[config.mk]
export PLATFORM = sky130hd
export DESIGN_NAME = softmax_max_sub
export DESIGN_NICKNAME = d
export VERILOG_FILES = /design/src/rtl/softmax_pkg.sv /design/src/rtl/softmax_row_buf.sv /design/src/rtl/softmax_max_sub.sv
export SDC_FILE = /design/constraint.sdc
export NUM_CORES = 2
export LEC_CHECK = 0
export BUFFER_PORTS_ARGS = -buffer_cell sky130_fd_sc_hd__clkbuf_2
export CORE_ASPECT_RATIO = 0.75
export CORE_MARGIN = 5
export CORE_UTILIZATION = 50
export CTS_CLUSTER_SIZE = 20
export DETAILED_ROUTE_END_ITERATION = 10
export GPL_TIMING_DRIVEN = 1
export PLACE_DENSITY = 0.68
export SLEW_MARGIN = 20
export SYNTH_ARGS = -nofsm -noshare
export SYNTH_HDL_FRONTEND = slang
export SYNTH_SLANG_ARGS = --single-unit
[constraint.sdc]
create_clock -name clk -period 5.4 [get_ports clk]
set_input_delay 1.08 -clock clk [delete_from_list [all_inputs] [get_ports clk]]
set_output_delay 1.08 -clock clk [all_outputs]
set_load 0.02 [all_outputs]
[src/rtl/softmax_pkg.sv]
// Shared types and helpers for the softmax datapath.
// Holds the default score width, the row-stage FSM state type and a
// saturating signed subtract reused by the normalisation stage.
package softmax_pkg;

   localparam int SM_D_W = 32;

   typedef enum logic [1:0] {
      IDLE  = 2'd0,
      LOAD  = 2'd1,
      DRAIN = 2'd2
   } state_t;

   // a - b evaluated one bit wider, then clamped back into SM_D_W bits.
   // A mismatch between the two top bits of the wide result means overflow.
   function automatic logic signed [SM_D_W-1:0] sat_sub(
      input logic signed [SM_D_W-1:0] a,
      input logic signed [SM_D_W-1:0] b
   );
      logic signed [SM_D_W:0] diff;
      diff = {a[SM_D_W-1], a} - {b[SM_D_W-1], b};
      if (diff[SM_D_W] != diff[SM_D_W-1]) begin
         sat_sub = diff[SM_D_W] ? {1'b1, {(SM_D_W-1){1'b0}}}
                                : {1'b0, {(SM_D_W-1){1'b1}}};
      end else begin
         sat_sub = diff[SM_D_W-1:0];
      end
   endfunction

endpackage

[src/rtl/softmax_row_buf.sv]
// Row buffer: simple dual-port RAM, one write port, one registered read port.
// Latency: read data valid the cycle after rd_en. No backpressure.
// Ports: clk; wr_en/wr_addr/wr_dat write side; rd_en/rd_addr issue, rd_dat result.
module softmax_row_buf #(
   parameter int D_W    = 32,
   parameter int DEPTH  = 128,
   parameter int ADDR_W = $clog2(DEPTH)
) (
   input  logic              clk,
   input  logic              wr_en,
   input  logic [ADDR_W-1:0] wr_addr,
   input  logic [D_W-1:0]    wr_dat,
   input  logic              rd_en,
   input  logic [ADDR_W-1:0] rd_addr,
   output logic [D_W-1:0]    rd_dat
);

   // No reset on the array or read register so the tools can map to block RAM.
   logic [D_W-1:0] mem [DEPTH];

   always_ff @(posedge clk) begin
      if (wr_en) begin
         mem[wr_addr] <= wr_dat;
      end
      if (rd_en) begin
         rd_dat <= mem[rd_addr];
      end
   end

endmodule

[src/rtl/softmax_max_sub.sv]
// Row max-subtract: buffers one score row, finds its max, streams sat(x - max).
// Latency: first out_valid 3 cycles after the last accepted beat; len contiguous beats.
// Backpressure: in_ready low while draining; output side has none, enable stalls all.
// Ports: clk/rst (async high), enable; in_valid/in_ready/qin/row_len input beats;
//        out_valid/out_last/qout feed the exp stage directly.
module softmax_max_sub
   import softmax_pkg::*;
#(
   parameter int D_W     = SM_D_W,
   parameter int MAX_LEN = 128,
   parameter int LEN_W   = $clog2(MAX_LEN) + 1
) (
   input  logic                   clk,
   input  logic                   rst,
   input  logic                   enable,
   input  logic                   in_valid,
   output logic                   in_ready,
   input  logic signed [D_W-1:0]  qin,
   input  logic [LEN_W-1:0]       row_len,
   output logic                   out_valid,
   output logic                   out_last,
   output logic signed [D_W-1:0]  qout
);

   localparam int               ADDR_W  = $clog2(MAX_LEN);
   localparam logic [LEN_W-1:0] LEN_MAX = LEN_W'(MAX_LEN);

   state_t                state_q, state_d;
   logic [LEN_W-1:0]      len_q, len_d;
   logic [ADDR_W-1:0]     wr_cnt_q, wr_cnt_d;
   logic [ADDR_W-1:0]     rd_cnt_q, rd_cnt_d;
   logic signed [D_W-1:0] max_q, max_d;
   logic                  rd_vld_q, rd_vld_d;
   logic                  rd_last_q, rd_last_d;
   logic                  out_valid_q, out_valid_d;
   logic                  out_last_q, out_last_d;
   logic signed [D_W-1:0] qout_q, qout_d;

   logic                  accept;
   logic [LEN_W-1:0]      len_in;
   logic [LEN_W-1:0]      len_m1;
   logic                  wr_en;
   logic [ADDR_W-1:0]     wr_addr;
   logic                  rd_en;
   logic                  rd_last;
   logic signed [D_W-1:0] rd_dat;

   assign in_ready  = enable && ((state_q == IDLE) || (state_q == LOAD));
   assign accept    = in_valid && in_ready;
   // Out-of-range lengths (0 or above the buffer depth) mean a full row.
   assign len_in    = ((row_len == '0) || (row_len > LEN_MAX)) ? LEN_MAX : row_len;
   assign len_m1    = len_q - LEN_W'(1);

   assign out_valid = out_valid_q;
   assign out_last  = out_last_q;
   assign qout      = qout_q;

   always_comb begin
      state_d  = state_q;
      len_d    = len_q;
      wr_cnt_d = wr_cnt_q;
      rd_cnt_d = rd_cnt_q;
      max_d    = max_q;
      wr_en    = 1'b0;
      wr_addr  = wr_cnt_q;
      rd_en    = 1'b0;
      rd_last  = 1'b0;

      case (state_q)
         IDLE: begin
            // The new row's max is only written here, after the previous row's
            // final read was issued, so its in-flight outputs still see the old max.
            if (accept) begin
               len_d   = len_in;
               max_d   = qin;
               wr_en   = 1'b1;
               wr_addr = '0;
               if (len_in == LEN_W'(1)) begin
                  state_d = DRAIN;
               end else begin
                  wr_cnt_d = ADDR_W'(1);
                  state_d  = LOAD;
               end
            end
         end
         LOAD: begin
            if (accept) begin
               wr_en = 1'b1;
               max_d = (qin > max_q) ? qin : max_q;
               if ({1'b0, wr_cnt_q} == len_m1) begin
                  wr_cnt_d = '0;
                  state_d  = DRAIN;
               end else begin
                  wr_cnt_d = wr_cnt_q + ADDR_W'(1);
               end
            end
         end
         DRAIN: begin
            rd_en   = enable;
            rd_last = ({1'b0, rd_cnt_q} == len_m1);
            if (rd_last) begin
               rd_cnt_d = '0;
               state_d  = IDLE;
            end else begin
               rd_cnt_d = rd_cnt_q + ADDR_W'(1);
            end
         end
         default: state_d = IDLE;
      endcase

      // Two-stage valid pipeline: RAM read register, then output register.
      rd_vld_d    = rd_en;
      rd_last_d   = rd_en && rd_last;
      out_valid_d = rd_vld_q;
      out_last_d  = rd_last_q;
      qout_d      = rd_vld_q ? sat_sub(rd_dat, max_q) : qout_q;
   end

   always_ff @(posedge clk or posedge rst) begin
      if (rst) begin
         state_q     <= IDLE;
         len_q       <= '0;
         wr_cnt_q    <= '0;
         rd_cnt_q    <= '0;
         max_q       <= '0;
         rd_vld_q    <= 1'b0;
         rd_last_q   <= 1'b0;
         out_valid_q <= 1'b0;
         out_last_q  <= 1'b0;
         qout_q      <= '0;
      end else if (enable) begin
         state_q     <= state_d;
         len_q       <= len_d;
         wr_cnt_q    <= wr_cnt_d;
         rd_cnt_q    <= rd_cnt_d;
         max_q       <= max_d;
         rd_vld_q    <= rd_vld_d;
         rd_last_q   <= rd_last_d;
         out_valid_q <= out_valid_d;
         out_last_q  <= out_last_d;
         qout_q      <= qout_d;
      end
   end

   softmax_row_buf #(
      .D_W   (D_W),
      .DEPTH (MAX_LEN)
   ) u_row_buf (
      .clk     (clk),
      .wr_en   (wr_en),
      .wr_addr (wr_addr),
      .wr_dat  (qin),
      .rd_en   (rd_en),
      .rd_addr (rd_cnt_q),
      .rd_dat  (rd_dat)
   );

endmodule

# --- After elaboration in Yosys (flattened, before gate mapping) ---
# Memory sizes are Yosys's and may differ from the RTL's. A register that Yosys moved wholly into a read port is not among the register bits.
# Cells that the tools add are included.
# Widths: inputs -> output; s select.
totals:
  ram_bits: 4096
  mem_bits_ro: 0
  latch_bits: 0
  register_bits: 92
  in_bits: 44
  memories: 1
  out_inout_bits: 35
  word_cells: 71
classes:
  n_bitwise: 0
  n_mul: 0
  n_addsub: 4
  n_lt_le_gt_ge: 2
  mux: 27
  reduce_logical: 15
  eq_ne: 12
  div_mod_pow: 0
  n_shift: 0
mem_list:
  columns: ["memory", "depth", "width", "rd", "rd_clocked_by_memory_dff", "wr", "line_no", "text"]
  rows:
  - ["u_row_buf.mem", 128, 32, 1, 1, 1, "softmax_row_buf.sv:19", "logic [D_W-1:0] mem [DEPTH];"]
ops:
  columns: ["operator", "n"]
  rows:
  - ["$mux 32", 5]
  - ["$pmux 32 s2", 1]
  - ["$mux 7", 7]
  - ["$sub 32x32->33", 1]
  - ["$gt 32x32->1", 1]
  - ["$eq 7x8->1", 2]
  - ["$reduce_and 5->1", 3]
  - ["$add 7x1->7 const B", 2]
  - ["$pmux 7 s2", 1]
  - ["$mux 2", 5]
  - ["$eq 8x1->1 const B", 1]
  - ["$gt 8x8->1 const B", 1]
  - ["$logic_not 8->1", 1]
  - ["$mux 8", 1]
  - ["$ne 2x2->1 const B", 4]
  - ["$sub 8x1->8 const B", 1]
  - ["$mux 1", 6]
  - ["$pmux 2 s3", 1]
  - ["$ne 2x1->1 const B", 2]
  - ["$reduce_and 2->1", 2]
  - ["$logic_and 1x1->1", 3]
  - ["$reduce_and 3->1", 1]
  - ["$eq 2x1->1 const B", 1]
  - ["$eq 2x2->1 const B", 1]
  - ["5 further kinds", 6]

# --- Longest topological paths before layout ---
logic_depth:
  word_depth: 8
  mapped_depth: 14

# --- Hierarchy ---
# From an unflattened synthesis, not the netlist that was laid out.
hier_totals:
  cells_unflattened: 6749
  area_unflattened_um2: 163561.9
modules_own_cells:
  columns: ["module", "cells_per_inst", "area_each_um2", "instances"]
  rows:
  - ["softmax_row_buf", 5990, 156596.4, 1]
  - ["softmax_max_sub", 759, 6965.4, 1]

# --- Worst setup path before layout ---
# No wires, ideal clock.
synth_timing:
  path_type: "input-to-reg"
  from: "in enable"
  to: "mem u_row_buf.mem[81][0] (enable)"
  required_ns: 4.887
  n_path_buf: 1
  path_stages: 6
  t_arrival_ns: 5.524
  setup_slack_ns: -0.637
  cell_sequence: "o21ai_0 nor2_1 and2_1 clkbuf_1 nand4b_1 nor4b_1"
synth_between:
  elab_chain_cells: 6
  word_cells_on_any_way: 8
synth_rtl:
  columns: ["element", "line_no", "text"]
  rows:
  - ["start: declaration", "softmax_max_sub.sv:15", "input logic enable,"]
  - ["$logic_and 1x1->1 *", "softmax_max_sub.sv:48", "assign in_ready = enable && ((state_q == IDLE) || (state_q == LOAD));"]
  - ["$logic_and 1x1->1 *", "softmax_max_sub.sv:49", "assign accept = in_valid && in_ready;"]
  - ["$mux 1", "softmax_max_sub.sv:73, softmax_max_sub.sv:87", null]
  - ["$mux 1", null, null]
  - ["$mux 1", "softmax_row_buf.sv:22", "if (wr_en) begin"]
  - ["$mux 1 (implied by the code)", "softmax_row_buf.sv:23", "mem[wr_addr] <= wr_dat;"]
  - ["end: declaration", "softmax_row_buf.sv:19", null]
# Every way passes the cells marked *; elsewhere a longest branch is shown, timed or not.

# --- Worst setup path after layout ---
layout_timing:
  from: "reg u_row_buf.rd_dat[0] (read register of u_row_buf.mem)"
  to: "reg qout_q[30] (netlist: qout[30])"
layout_between:
  elab_chain_cells: 3
  word_cells_on_any_way: 4
layout_rtl:
  columns: ["element", "line_no", "text"]
  rows:
  - ["start: declaration", "softmax_row_buf.sv:15", "output logic [D_W-1:0] rd_dat"]
  - ["$sub 32x32->33 *", "softmax_pkg.sv:21", "diff = {a[SM_D_W-1], a} - {b[SM_D_W-1], b};"]
  - ["$mux 32 or $ne 1x1->1 (tied branches)", "softmax_pkg.sv:23, softmax_pkg.sv:22", null]
  - ["$mux 32 *", "softmax_pkg.sv:22", "if (diff[SM_D_W] != diff[SM_D_W-1]) begin"]
  - ["end signal: assignment", "softmax_max_sub.sv:141", "qout_q <= qout_d;"]
  - ["end: declaration", "softmax_max_sub.sv:37", "logic signed [D_W-1:0] qout_q, qout_d;"]
# Marks and branches as above.
# A chain may end at the register's enable or synchronous reset.

==> load_flow_metrics.sql <==
INSERT INTO impl_metrics (metric_group, metric, value, unit) VALUES
('setup_path', 'setup.worst_path.start_class', 'flop', ''),
('clocking', 'cts.path.max_buffers', '4', ''),
('synthesis', 'synth.most_common_cell', 'sky130_fd_sc_hd__edfxtp_1', ''),
('synthesis', 'synth-warning-count', '0', ''),
('setup_path', 'worst_path_largest_cell_delay', '780', 'ps'),
('route', 'detail_route.vias_per_cell', '6.66', ''),
('power_and_ir_drop', 'switching_share', '25.3', '%'),
('setup_path', 'crit_path_top_delay_cell', 'sky130_fd_sc_hd__o22ai_2', ''),
('clocking', 'cts.htree.levels', '5', ''),
('hold_path', 'hold_path.class', 'primary input to async pin', ''),
('setup_path', 'worstSetupPathType', 'flop to flop', ''),
('synthesis', 'postSynth.topFlopCell', 'sky130_fd_sc_hd__edfxtp_1', ''),
('power_and_ir_drop', 'internal_dissipation', '57500', 'uW'),
('route', 'number_of_nets_still_failing_antenna_checks_after_routing', '0', ''),
('power_and_ir_drop', 'p_per_area', '417', 'nW/um^2'),
('sta', 'final_hold_viol_count', '0', ''),
('synthesis', 'seq_area_frac_synth', '77.3', '%'),
('floorplanning', 'die_height', '505', 'microns'),
('synthesis', 'async_flop_share', '2.18', '%'),
('setup_path', 'worst_ep_arrival_time', '5290', 'ps'),
('outcome', 'run_status', 'completed', ''),
('route', 'detailroute.via_count', '78900', ''),
('setup_path', 'data_required_time_at_the_worst_endpoint', '6190', 'ps'),
('sta', 'timing.setup.tns', '0', 'ps'),
('clocking', 'cts.sinks', '4220', ''),
('grt', 'via_count_of_the_first_global_routing_pass', '75600', ''),
('power_and_ir_drop', 'power.share.clock', '35.3', '%'),
('clocking', 'cts_resizes', '0', ''),
('floorplanning', 'die-width', '670', 'microns'),
('synthesis', 'netlist.area_leader.share', '75.8', '%'),
('synthesis', 'synth-edff-count', '4128', ''),
('clocking', 'cts_hold_buffers', '0', ''),
('power_and_ir_drop', 'p_leak', '0.0556', 'uW'),
('placed_design', 'dp_hpwl', '262', 'mm'),
('synthesis', 'synth_top_area_cell', 'sky130_fd_sc_hd__edfxtp_1', ''),
('clocking', 'cts-buffers-inserted', '382', ''),
('final_layout', 'postLayoutCoreUtil', '56.8', '%'),
('sta', 'max_clock_freq', '222', 'MHz'),
('clocking', 'clkLatencyLatePin', '940', 'ps'),
('power_and_ir_drop', 'combinationalPowerShare', '16.8', '%'),
('floorplanning', 'start_util', '50.3', '%'),
('synthesis', 'yosysUniqueCellTypes', '69', ''),
('setup_path', 'timing.critical_path.cells', 'inv_1 -> ha_1 -> inv_1 -> fa_1 -> a211oi_1 -> o21ai_2 -> o21ai_0 -> o31ai_2 -> a31oi_1 -> o31ai_1 -> o22ai_2 -> a21oi_1 -> a221o_1', ''),
('flow_run', 'timing.max_cap.violations', '0', ''),
('route', 'routed_wirelength', '437', 'mm'),
('setup_path', 'cp_max_fo', '22', ''),
('synthesis', 'synth.ff_latch_count', '4220', ''),
('clocking', 'root_buffer', 'sky130_fd_sc_hd__clkbuf_16', ''),
('route', 'dr.first_iter.drc_count', '13900', ''),
('final_layout', 'area.growth.synth_to_final', '13.0', '%'),
('synthesis', 'mean_instance_size_in_the_synthesized_netlist', '24.2', 'sq um'),
('grt', 'grt_resource_usage_total', '25.5', '%'),
('floorplanning', 'coreArea', '325000', 'sq um'),
('sta', 'worst_slew_pin_slew', '1140', 'ps'),
('sta', 'slew_headroom', '24.2', '%'),
('power_and_ir_drop', 'power.switching', '19500', 'uW'),
('sta', 'worst_clock_skew', '58.2', 'ps'),
('synthesis', 'netlist_top_cells_area', 'sky130_fd_sc_hd__edfxtp_1 76%, sky130_fd_sc_hd__mux4_2 19%, sky130_fd_sc_hd__dfrtp_1 1.4%', ''),
('grt', 'grt_antenna_before_repair', '65', ''),
('clocking', 'clkSlewWorstSetupHoldPaths', '70', 'ps'),
('synthesis', 'synth.cell_area', '163000', 'sq um'),
('sta', 'slew_violations', '0', ''),
('route', 'remaining_drc_errors', '0', ''),
('grt', 'grt_overflow_total', '0', ''),
('setup_path', 'critPathCaptureType', 'flop', ''),
('floorplanning', 'fp.dieArea', '339000', 'sq um'),
('floorplanning', 'boundaryPins', '79', ''),
('sta', 'setup-violations-final', '0', ''),
('setup_path', 'cp_common_cell', 'sky130_fd_sc_hd__inv_1', ''),
('final_layout', 'fin_nets', '7303', ''),
('setup_path', 'timing.critical_path.max_delay_family', 'compound AO/OA/AOI/OAI gates', '');
state kept, by name, summed over array words and instances (netlist names):
name and count:
out_last 1, out_valid 1, len_q 8, wr_cnt_q 7
u_row_buf.rd_dat 32, state_q 2, out_valid_d 1, max_q 32
u_row_buf.mem 4096, rd_cnt_q 7, out_last_d 1, qout 32
stage by stage:
| step | instances | hold WS, ps | power (uW) | worst slack, ps | cell area, sq um |
|---|---|---|---|---|---|
| after floorplan | 6747 | 448 | 45500 | 366 | 163000 |
| after global placement | 11100 | 467 | 50200 | 648 | 172000 |
| after detailed placement | 11100 | 477 | 50400 | 568 | 172000 |
| after CTS | 11800 | 253 | 77200 | 931 | 185000 |
| after global routing | 11800 | 312 | 79300 | 397 | 185000 |
| final | 11800 | 275 | 77000 | 899 | 185000 |
power groups by stage:
stage | Clock [uW] | Sequential [uW] | Combinational (uW)
floorplan | 0 | 37400 | 8100
global placement | 0 | 37500 | 12700
detailed placement | 0 | 37600 | 12900
CTS | 27500 | 36900 | 12900
global route | 28800 | 36900 | 13600
finish | 27200 | 36900 | 12900
kinds of logic (layout without fill, tap and decap cells):
kind of cell    after synthesis  in the layout  synth area share [%]
mux                        1416           1416                  19.0
simple gates                381            381                  1.07
other cells                   0             46                     0
fa+ha+maj                    78             78                 0.586
buf+inv                     399           1142                 0.992
flops                      4220           4220                  77.3
xor+xnor                     47             47                 0.269
compound gates              206            206                 0.808
layout make-up:
class                   count  area [sq um]
clock buffers             465         10100
repair buffers            413          3770
diodes                     46           115
inverters                  46           175
well taps                4300          5380
fillers                 22800        140000
multi-input cells        2128         36600
clock inverters           218          2250
flip-flops and latches   4220        126000
path summary, 6_finish.rpt:
kind                                   endpoint  slack, ps                start  cells past startpoint
hold / removal                          qout[5]        270                  rst                      2
max in group asynchronous             max_q[23]       3940                  rst                      3
setup reg to reg                       qout[30]        900  u_row_buf.rd_dat[0]                     13
hold reg to reg                      out_last_d        490           out_last_d                      1
setup / recovery                       qout[30]        900  u_row_buf.rd_dat[0]                     13
min in group clk           u_row_buf.mem[65][8]        420               qin[8]                      1
cells in the final DEF, fill, tap and decap left out, types with 68 or more instances in the layout:
cell and count:
sky130_fd_sc_hd__nand2_1 75, sky130_fd_sc_hd__nor2_4 123, sky130_fd_sc_hd__edfxtp_1 4128, sky130_fd_sc_hd__clkinv_1 71
sky130_fd_sc_hd__o21ai_0 70, sky130_fd_sc_hd__mux4_2 1344, sky130_fd_sc_hd__clkbuf_16 389, sky130_fd_sc_hd__mux2_2 68
sky130_fd_sc_hd__dfrtp_1 85, sky130_fd_sc_hd__buf_4 304, sky130_fd_sc_hd__clkinv_2 74
routing by layer:
layer	GRT usage (%)	wire, microns	vias to the layer above
li1	-	-	30000
met1	40.0	176000	42500
met2	35.3	188000	5556
met3	7.82	61400	688
met4	6.21	11600	32
met5	0	225	-
(Power assumes the default switching activity.)
